$ cat config.mk
export PLATFORM = sky130hd
export DESIGN_NAME = stoch_arith_unit
export DESIGN_NICKNAME = d
export VERILOG_FILES = /design/src/rtl/stoch_pkg.sv /design/src/rtl/stoch_lfsr.sv /design/src/rtl/stoch_arith_unit.sv
export SDC_FILE = /design/constraint.sdc
export NUM_CORES = 1
export LEC_CHECK = 0
export ABC_AREA = 0
export BUFFER_PORTS_ARGS = -buffer_cell sky130_fd_sc_hd__buf_4
export CAP_MARGIN = 5
export CORE_MARGIN = 1
export CORE_UTILIZATION = 55
export CTS_CLUSTER_SIZE = 14
export DETAILED_ROUTE_END_ITERATION = 16
export PLACE_DENSITY = 0.73
export SYNTH_ARGS = -nofsm -noshare
export SYNTH_HDL_FRONTEND = slang
export SYNTH_HIERARCHICAL = 1
export SYNTH_SLANG_ARGS = --single-unit
$ cat constraint.sdc
create_clock -name clk -period 2.1 [get_ports clk]
set_clock_uncertainty 0.05 [all_clocks]
set_input_delay 0.105 -clock clk [delete_from_list [all_inputs] [get_ports clk]]
set_output_delay 0.105 -clock clk [all_outputs]
set_load 0.01 [all_outputs]
$ cat src/rtl/stoch_pkg.sv
// rtl/stoch_pkg.sv - shared types and constants for the stochastic arithmetic unit
//
// Purpose: arithmetic-mode and FSM-state enums, LFSR geometry constants and
// the gate that combines the two stochastic bitstreams.
// Ports: none (package).

package stoch_pkg;

  localparam int LFSR_W       = 31;
  localparam int TAP_A        = 27;  // x^31 + x^28 + 1
  localparam int TAP_B        = 2;   // x^31 + x^3  + 1
  localparam int PRIME_CYCLES = 2;   // edges needed to fill stage 1 and stage 2

  typedef enum logic [1:0] {
    MODE_BMUL = 2'b00,  // bipolar multiply (XNOR)
    MODE_UMUL = 2'b01,  // unipolar multiply (AND)
    MODE_SADD = 2'b10,  // scaled add (MUX on a random select)
    MODE_PASS = 2'b11   // pass stream A through
  } mode_t;

  typedef enum logic [1:0] {
    ST_IDLE  = 2'b00,
    ST_PRIME = 2'b01,
    ST_COUNT = 2'b10
  } state_t;

  // One bit of the combined stream for the selected arithmetic mode.
  function automatic logic stoch_gate(input mode_t m, input logic sa,
                                      input logic sb, input logic sel);
    logic y;
    case (m)
      MODE_BMUL: y = ~(sa ^ sb);
      MODE_UMUL: y = sa & sb;
      MODE_SADD: y = sel ? sb : sa;
      default:   y = sa;
    endcase
    return y;
  endfunction

endpackage

$ cat src/rtl/stoch_lfsr.sv
// rtl/stoch_lfsr.sv - free-running Fibonacci LFSR used as a random source
//
// Purpose: shifts left every non-reset cycle; the new bit0 is
// q[WIDTH-1] ^ q[TAP]. A zero seed would lock the register at zero, so it
// is replaced by 1.
// Ports:
//   clk    in   clock, rising edge
//   rst_n  in   synchronous reset, active-high
//   q      out  current LFSR state

module stoch_lfsr #(
  parameter int               WIDTH = 31,
  parameter int               TAP   = 27,
  parameter logic [WIDTH-1:0] SEED  = 1
) (
  input  logic             clk,
  input  logic             rst_n,
  output logic [WIDTH-1:0] q
);

  localparam logic [WIDTH-1:0] SEED_EFF = (SEED == '0) ? WIDTH'(1) : SEED;

  always_ff @(posedge clk) begin
    if (rst_n) begin
      q <= SEED_EFF;
    end else begin
      q <= {q[WIDTH-2:0], q[WIDTH-1] ^ q[TAP]};
    end
  end

endmodule

$ cat src/rtl/stoch_arith_unit.sv
// rtl/stoch_arith_unit.sv - stochastic multiply/add unit with windowed readout
//
// Purpose: turns two binary probabilities into stochastic bitstreams with
// LFSR comparators, combines them with a mode-selected gate and counts the
// ones over a window of N = 2**WIN_LOG2 cycles.
// Ports:
//   clk           in   clock, rising edge
//   rst_n         in   synchronous reset, active-high
//   start         in   conversion request, sampled only when idle
//   mode          in   00 XNOR, 01 AND, 10 MUX, 11 pass A
//   prob_a/prob_b in   operand probabilities, value / 2**PROB_W
//   busy          out  conversion in flight
//   result        out  ones counted in the last window, 0..N
//   result_valid  out  one-cycle pulse when result updates

module stoch_arith_unit #(
  parameter int          PROB_W   = 4,
  parameter int          WIN_LOG2 = 3,
  parameter logic [30:0] SEED_A   = 31'h0000_0001,
  parameter logic [30:0] SEED_B   = 31'h0000_0002
) (
  input  logic                clk,
  input  logic                rst_n,
  input  logic                start,
  input  logic [1:0]          mode,
  input  logic [PROB_W-1:0]   prob_a,
  input  logic [PROB_W-1:0]   prob_b,
  output logic                busy,
  output logic [WIN_LOG2:0]   result,
  output logic                result_valid
);

  import stoch_pkg::*;

  localparam logic [WIN_LOG2-1:0] PRIME_LAST = WIN_LOG2'(PRIME_CYCLES - 1);

  logic [LFSR_W-1:0] lfsr_a;
  logic [LFSR_W-1:0] lfsr_b;

  // Only the top PROB_W bits and bit0 are consumed; the rest of each state
  // is intentionally left untapped.
  logic unused_lfsr;
  assign unused_lfsr = ^{lfsr_a, lfsr_b};

  stoch_lfsr #(.WIDTH(LFSR_W), .TAP(TAP_A), .SEED(SEED_A)) u_lfsr_a (
    .clk   (clk),
    .rst_n (rst_n),
    .q     (lfsr_a)
  );

  stoch_lfsr #(.WIDTH(LFSR_W), .TAP(TAP_B), .SEED(SEED_B)) u_lfsr_b (
    .clk   (clk),
    .rst_n (rst_n),
    .q     (lfsr_b)
  );

  state_t              state;
  mode_t               mode_q;
  logic [PROB_W-1:0]   prob_a_q;
  logic [PROB_W-1:0]   prob_b_q;
  logic                sn_a;
  logic                sn_b;
  logic                sel;
  logic                comb;
  logic [WIN_LOG2-1:0] phase;   // edge counter within PRIME and COUNT
  logic [WIN_LOG2:0]   count;   // one extra bit so an all-ones window reads N

  always_ff @(posedge clk) begin
    if (rst_n) begin
      state        <= ST_IDLE;
      mode_q       <= MODE_BMUL;
      prob_a_q     <= '0;
      prob_b_q     <= '0;
      sn_a         <= 1'b0;
      sn_b         <= 1'b0;
      sel          <= 1'b0;
      comb         <= 1'b0;
      phase        <= '0;
      count        <= '0;
      result       <= '0;
      result_valid <= 1'b0;
      busy         <= 1'b0;
    end else begin
      // The two pipeline stages run every cycle; PRIME exists only to let
      // freshly captured operands reach comb before counting begins.
      sn_a <= (lfsr_a[LFSR_W-1 -: PROB_W] < prob_a_q);
      sn_b <= (lfsr_b[LFSR_W-1 -: PROB_W] < prob_b_q);
      sel  <= lfsr_a[0] ^ lfsr_b[0];
      comb <= stoch_gate(mode_q, sn_a, sn_b, sel);

      result_valid <= 1'b0;

      case (state)
        ST_IDLE: begin
          if (start) begin
            prob_a_q <= prob_a;
            prob_b_q <= prob_b;
            mode_q   <= mode_t'(mode);
            count    <= '0;
            phase    <= '0;
            busy     <= 1'b1;
            state    <= ST_PRIME;
          end
        end

        ST_PRIME: begin
          if (phase == PRIME_LAST) begin
            phase <= '0;
            state <= ST_COUNT;
          end else begin
            phase <= phase + 1'b1;
          end
        end

        ST_COUNT: begin
          // The final window bit is folded straight into result so the
          // counter never has to hold N and then be read a cycle later.
          if (phase == '1) begin
            result       <= count + (WIN_LOG2+1)'(comb);
            result_valid <= 1'b1;
            busy         <= 1'b0;
            state        <= ST_IDLE;
          end else begin
            count <= count + (WIN_LOG2+1)'(comb);
            phase <= phase + 1'b1;
          end
        end

        default: begin
          busy  <= 1'b0;
          state <= ST_IDLE;
        end
      endcase
    end
  end

endmodule

==> results.json, run 1 <==
{
  "outcome": "completed",
  "syn-cell-area_sq_um": 3083,
  "io_pins": 19,
  "grt_pass1_vias": 1755,
  "power-per-cell-area_nw_per_um2": 993.4,
  "crit_chain": "ha_1, ha_1, and2_1, or3_4, or3_1, o21ai_1",
  "ys_seq_area_share_pct": 59.09,
  "cpMostUsedCell": "ha_1",
  "fin_hold_ws_ps": 31.68,
  "fin_crit_sh_pct": 90.04,
  "grtUsageTotal_pct": 17.69,
  "min_to": "busy",
  "synthMuxAreaShare_pct": 0.6494,
  "critPathMaxStageDelay_ps": 380,
  "nets": 353,
  "synth.largest_area_cell": "dfxtp_1",
  "clockRootBuffer": "clkbuf_8",
  "wl_per_cell_microns": 11.62,
  "final_common_cell": "dfxtp_1",
  "maxSlewHeadroom_pct": 63.19,
  "setup_tns_ps": 0,
  "gp_congestion": 0.7984,
  "yosys.cell_types.count": 30,
  "worstPathMaxFanout": 6,
  "drive_gt1_share_pct": 11.01,
  "worstReg2RegStart": "phase[0]",
  "critical-path-top-delay-family": "simple AND/OR/NAND/NOR gates",
  "slew_viol_final": 0,
  "ir_drop_mv": 0.6698,
  "async_reset_ff_share_pct": 0,
  "syn_to_final_growth_pct": 15.67,
  "diodes": 0,
  "die_h_microns": 76.87,
  "synth_compound_area_share_pct": 7.062,
  "place_area_sq_um": 3267,
  "critPathLaunchType": "flip-flop",
  "reg2reg_slack_ps": 210,
  "cts.repair.resized": 0,
  "synth-xor-area-share_pct": 1.420,
  "die_area_sq_um": 5909,
  "cp.arrival_ps": 2130,
  "firstDrtPassIters": 4,
  "ys_top_cells_by_area": "dfxtp_1 (59%), nor2b_1 (12%), ha_1 (6.9%)",
  "synth-simple-area-share_pct": 21.92,
  "fmax_mhz": 528.8,
  "hold_viol": 0,
  "drv_cap": 0,
  "crit_type": "flip-flop to flip-flop",
  "final_cell_mix": "dfxtp_1 (91), nor2b_1 (61), nand2_1 (27)",
  "holdCritStartpoint": "start",
  "drt_iter0_drc": 34,
  "critPathSlowestCell": "or3_4",
  "syn_nets": 322,
  "synth_top_family_by_area": "simple AND/OR/NAND/NOR gates",
  "numClockSinks": 91,
  "postRouteWirelength_mm": 4.613,
  "core-area_sq_um": 5238,
  "leakagePower_nw": 1.428,
  "min_path_type": "input port to flip-flop",
  "tightest_slew_ps": 552.1,
  "r2r_end": "phase[0]",
  "worstSkewPairLatency_ps": 350,
  "grt_start_max_net_pins": 64,
  "gr-total-overflow": 0,
  "worstRegToRegCells": 6,
  "cts_tree": "built",
  "ys_ff_latch": 91,
  "numCtsBuffers": 9,
  "hold_depth": 3,
  "cp.required_ps": 2340,
  "power_mw": 3.542,
  "port_buffers": 18,
  "start_util_pct": 58.86,
  "synth_top_area_share_pct": 59.09,
  "synth_edf_count": 0,
  "drcViolationCount": 0,
  "synth_area_per_cell_sq_um": 10.56,
  "post-cts-setup-buffers": 0,
  "fillers": 406,
  "htreeDepth": 3,
  "period_minus_slack_ps": 1891,
  "setup_viol": 0,
  "detail-route-antenna-nets": 0,
  "clk_pin_slew_ps": 80,
  "chipWidth_microns": 76.87,
  "vias_per_cell": 4.814,
  "vias": 1911,
  "synth_cells": 292,
  "path_buf_inv": 0,
  "clk_path_buf_depth": 2,
  "rows": 26,
  "critPathCaptureType": "flip-flop",
  "ys_warn_count": 6,
  "dpl.hpwl_mm": 2.878,
  "synthAdderAreaFrac_pct": 6.899,
  "grt_pass1_wl_mm": 7.997,
  "synth_ff_type": "dfxtp_1",
  "antenna_found_initial": 0,
  "finish.instance_area_sq_um": 3566,
  "rsz0062_at_grt": "no"
}
-- routing by layer --
| layer | routed length [microns] | track usage (%) |
|---|---|---|
| met2 | 1967 | 26.43 |
| met4 | 70 | 7.500 |
| met1 | 2396 | 22.52 |
| met3 | 179 | 7.143 |
| met5 | 0 | 0 |
-- sequential cells by signal (all words and copies together) (netlist names) --
| signal | flops |
|---|---|
| mode_q | 2 |
| sel | 1 |
| phase | 3 |
| u_lfsr_a/q | 31 |
| state | 2 |
| sn_b | 1 |
| result_valid | 1 |
| busy | 1 |
| prob_b_q | 4 |
| comb | 1 |
| count | 4 |
| sn_a | 1 |
| prob_a_q | 4 |
| result | 4 |
| u_lfsr_b/q | 31 |
-- what timing repair did --
item                                    4_1_cts  5_1_grt
endpoints found under the setup margin        0        0
hold endpoints to repair                     10        0
hold buffers                                 10        0
-- cells by family (layout without fill, tap and decap cells) --
kind of cell / count (synthesis) / in the layout
flip-flops: 91 / 91
XOR/XNOR: 5 / 5
adder cells (fa/ha/maj): 17 / 17
multiplexers: 2 / 2
AO/OA/AOI/OAI: 35 / 35
AND/OR/NAND/NOR: 122 / 122
buffers and inverters: 20 / 55
-- tightest hold or removal path: cells and delay by family --
kind | cells | cell delay [ps]
compound gates | 1 | 60
simple gates | 1 | 110
buf+inv | 1 | 110
-- worst max path at each step --
| stage | from | endpoint | cells past startpoint |
|---|---|---|---|
| floorplan | phase[0] | phase[0] | 6 |
| global placement | phase[0] | phase[0] | 6 |
| detailed placement | phase[0] | phase[0] | 6 |
| CTS | phase[0] | phase[0] | 6 |
| global route | phase[0] | phase[0] | 6 |
| finish | phase[0] | phase[0] | 6 |
-- synth_stat cells (5+ instances only) --
library cell / instances
a211oi_1: 6
a21oi_1: 18
dfxtp_1: 91
ha_1: 17
inv_1: 10
nand2_1: 27
nand2b_1: 7
nor2_1: 12
nor2b_1: 61
xnor2_1: 5
-- cell type report --
type | count | area, sq um | share of cell area (%)
timing repair buffer | 30 | 250.2 | 7.018
tap | 70 | 87.58 | 2.456
clock inverter | 5 | 61.31 | 1.719
multi-input combinational | 181 | 1170 | 32.81
sequential | 91 | 1822 | 51.09
clock buffer | 10 | 137.6 | 3.860
inverter | 10 | 37.54 | 1.053
-- per-stage QoR --
| stage | worst slack, ps | cells | utilization, % |
|---|---|---|---|
| finish | 209.1 | 397 | 68.08 |
| global route | 64.79 | 397 | 68.08 |
| CTS | 200.9 | 397 | 68.08 |
| detailed placement | 220.9 | 372 | 62.37 |
| global placement | 250.9 | 372 | 62.37 |
| floorplan | 331.7 | 292 | - |
-- power by group --
group	total, mW	internal (mW)	switching (mW)
clock network	1.15	0.579	0.574
registers	1.88	1.82	0.0592
logic	0.510	0.232	0.278
total	3.54	2.63	0.911
Note: power is estimated with default switching activity, not from simulation.
==> run 2: changes to the inputs <==
--- a/config.mk
+++ b/config.mk
@@ -12,6 +12,7 @@
 export CORE_UTILIZATION = 55
 export CTS_CLUSTER_SIZE = 14
 export DETAILED_ROUTE_END_ITERATION = 16
+export HOLD_SLACK_MARGIN = 0.1
 export PLACE_DENSITY = 0.73
 export SYNTH_ARGS = -nofsm -noshare
 export SYNTH_HDL_FRONTEND = slang
==> constraint.sdc (replaced) <==
create_clock -name clk -period 2.3 [get_ports clk]
set_clock_uncertainty 0.05 [all_clocks]
set_input_delay 0.345 -clock clk [delete_from_list [all_inputs] [get_ports clk]]
set_output_delay 0.345 -clock clk [all_outputs]
set_load 0.01 [all_outputs]
==> results.json, run 2 (synthesis results as in run 1) <==
{
  "fin_crit_sh_pct": 82.20,
  "worstPathMaxFanout": 6,
  "die_area_sq_um": 5909,
  "die_h_microns": 76.87,
  "critPathSlowestCell": "or3_4",
  "outcome": "completed",
  "critical_path.startpoint": "phase[0]",
  "io_pins": 19,
  "maxSlewHeadroom_pct": 61.22,
  "leakagePower_nw": 1.381,
  "antenna_found_initial": 0,
  "period_minus_slack_ps": 1891,
  "critPathMaxStageDelay_ps": 380,
  "reg2reg_slack_ps": 410,
  "final_common_cell": "dfxtp_1",
  "crit_chain": "ha_1, ha_1, and2_1, or3_4, or3_1, o21ai_1",
  "r2r_end": "phase[0]",
  "tightest_slew_ps": 581.7,
  "fin_util_pct": 65.74,
  "slew_viol_final": 0,
  "place_area_sq_um": 3267,
  "diodes": 0,
  "gp_congestion": 0.7977,
  "endpoint": "phase[0]",
  "placedCellCount": 372,
  "worstReg2RegStart": "phase[0]",
  "met2WireLength_mm": 1.989,
  "fin_hold_ws_ps": 188.2,
  "setup_viol": 0,
  "final_cell_mix": "dfxtp_1 (91), nor2b_1 (61), nand2_1 (27)",
  "worstSkewPairLatency_ps": 350,
  "syn_to_final_growth_pct": 11.69,
  "cp.arrival_ps": 2130,
  "drv_cap": 0,
  "grt_pass1_wl_mm": 7.576,
  "critPathLaunchType": "flip-flop",
  "post-cts-setup-buffers": 0,
  "clk_path_buf_depth": 2,
  "rsz0062_at_grt": "no",
  "setup_tns_ps": 0,
  "top_regs": "u_lfsr_a/q x31, u_lfsr_b/q x31",
  "worstRegToRegCells": 6,
  "port_buffers": 18,
  "htreeDepth": 3,
  "power_mw": 3.121,
  "nets": 343,
  "comb_power_share_pct": 14.4,
  "gr-total-overflow": 0,
  "grt_start_max_net_pins": 65,
  "vias": 1868,
  "min_path_type": "input port to flip-flop",
  "numClockSinks": 91,
  "p_sw_uw": 853.2,
  "vias_per_cell": 4.814,
  "cts_tree": "built",
  "cpMostUsedCell": "ha_1",
  "p_seq_share_pct": 55.0,
  "cp.required_ps": 2540,
  "drt_iter0_drc": 63,
  "dp_worst_setup_slack_ps": 428.7,
  "critPathCaptureType": "flip-flop",
  "ctsHoldBuffers": 0,
  "postRouteWirelength_mm": 4.404,
  "setup_ws_ps": 409.4,
  "p_clk_share_pct": 30.6,
  "swShare_pct": 27.34,
  "grtUsageTotal_pct": 16.65,
  "clockRootBuffer": "clkbuf_8",
  "finish.instance_area_sq_um": 3443,
  "drive_gt1_share_pct": 11.32,
  "top_layer_used": "met4",
  "ir_drop_mv": 0.5830,
  "wl_met3_microns": 173,
  "wl_met1_mm": 2.203,
  "crit_type": "flip-flop to flip-flop",
  "numCtsBuffers": 9,
  "wl_per_cell_microns": 11.35,
  "grt_pass1_vias": 1713,
  "firstDrtPassIters": 4,
  "hold_viol": 0,
  "detail-route-antenna-nets": 0,
  "rows": 26,
  "dpl.hpwl_mm": 2.812,
  "cts.repair.resized": 0,
  "p_int_mw": 2.268,
  "clk_pin_slew_ps": 90,
  "core-area_sq_um": 5238,
  "chipWidth_microns": 76.87,
  "layoutNonFillerInstCount": 388,
  "power-per-cell-area_nw_per_um2": 906.4,
  "start_util_pct": 58.86,
  "fmax_mhz": 528.9,
  "drcViolationCount": 0
}
[run 2: how the worst min path moves through the flow]
| stage | end | depth (start not counted) | slack (ps) | startpoint |
|---|---|---|---|---|
| after floorplan | u_lfsr_a/q[10] | 1 | 360 | u_lfsr_a/q[9] |
| after global placement | u_lfsr_b/q[19] | 1 | 370 | u_lfsr_b/q[18] |
| after detailed placement | u_lfsr_b/q[27] | 1 | 370 | u_lfsr_b/q[26] |
| after CTS | mode_q[0] | 3 | 170 | mode[0] |
| after global routing | prob_a_q[2] | 3 | 180 | prob_a[2] |
| final | mode_q[1] | 3 | 190 | mode[1] |
[run 2: per-layer routing]
layer | track usage [%] | up-vias
met3 | 5.714 | 4
met4 | 8.462 | 0
met1 | 21.06 | 849
met2 | 25.09 | 31
li1 | - | 984
met5 | 0 | -
[run 2: layout make-up]
| class | count | area [sq um] |
|---|---|---|
| multi-input cells | 181 | 1170 |
| clock buffers | 10 | 127.6 |
| fillers | 410 | 1794 |
| well taps | 70 | 87.58 |
| repair buffers | 20 | 150.1 |
| flip-flops and latches | 91 | 1822 |
| inverters | 10 | 37.54 |
| clock inverters | 6 | 48.80 |
[run 2: critical path, delay by kind of cell, from the launching register on]
kind / cells / cell delay [ps]
compound gates: 1 / 110
flops: 1 / 340
fa+ha+maj: 2 / 420
simple gates: 3 / 910
[run 2: power by group through the flow]
stage / Clock [mW] / Sequential (mW) / Combinational [mW]
finish: 0.954 / 1.72 / 0.451
global route: 1.06 / 1.73 / 0.514
global placement: 0 / 1.75 / 0.442
floorplan: 0 / 1.74 / 0.343
CTS: 0.996 / 1.72 / 0.455
detailed placement: 0 / 1.75 / 0.452
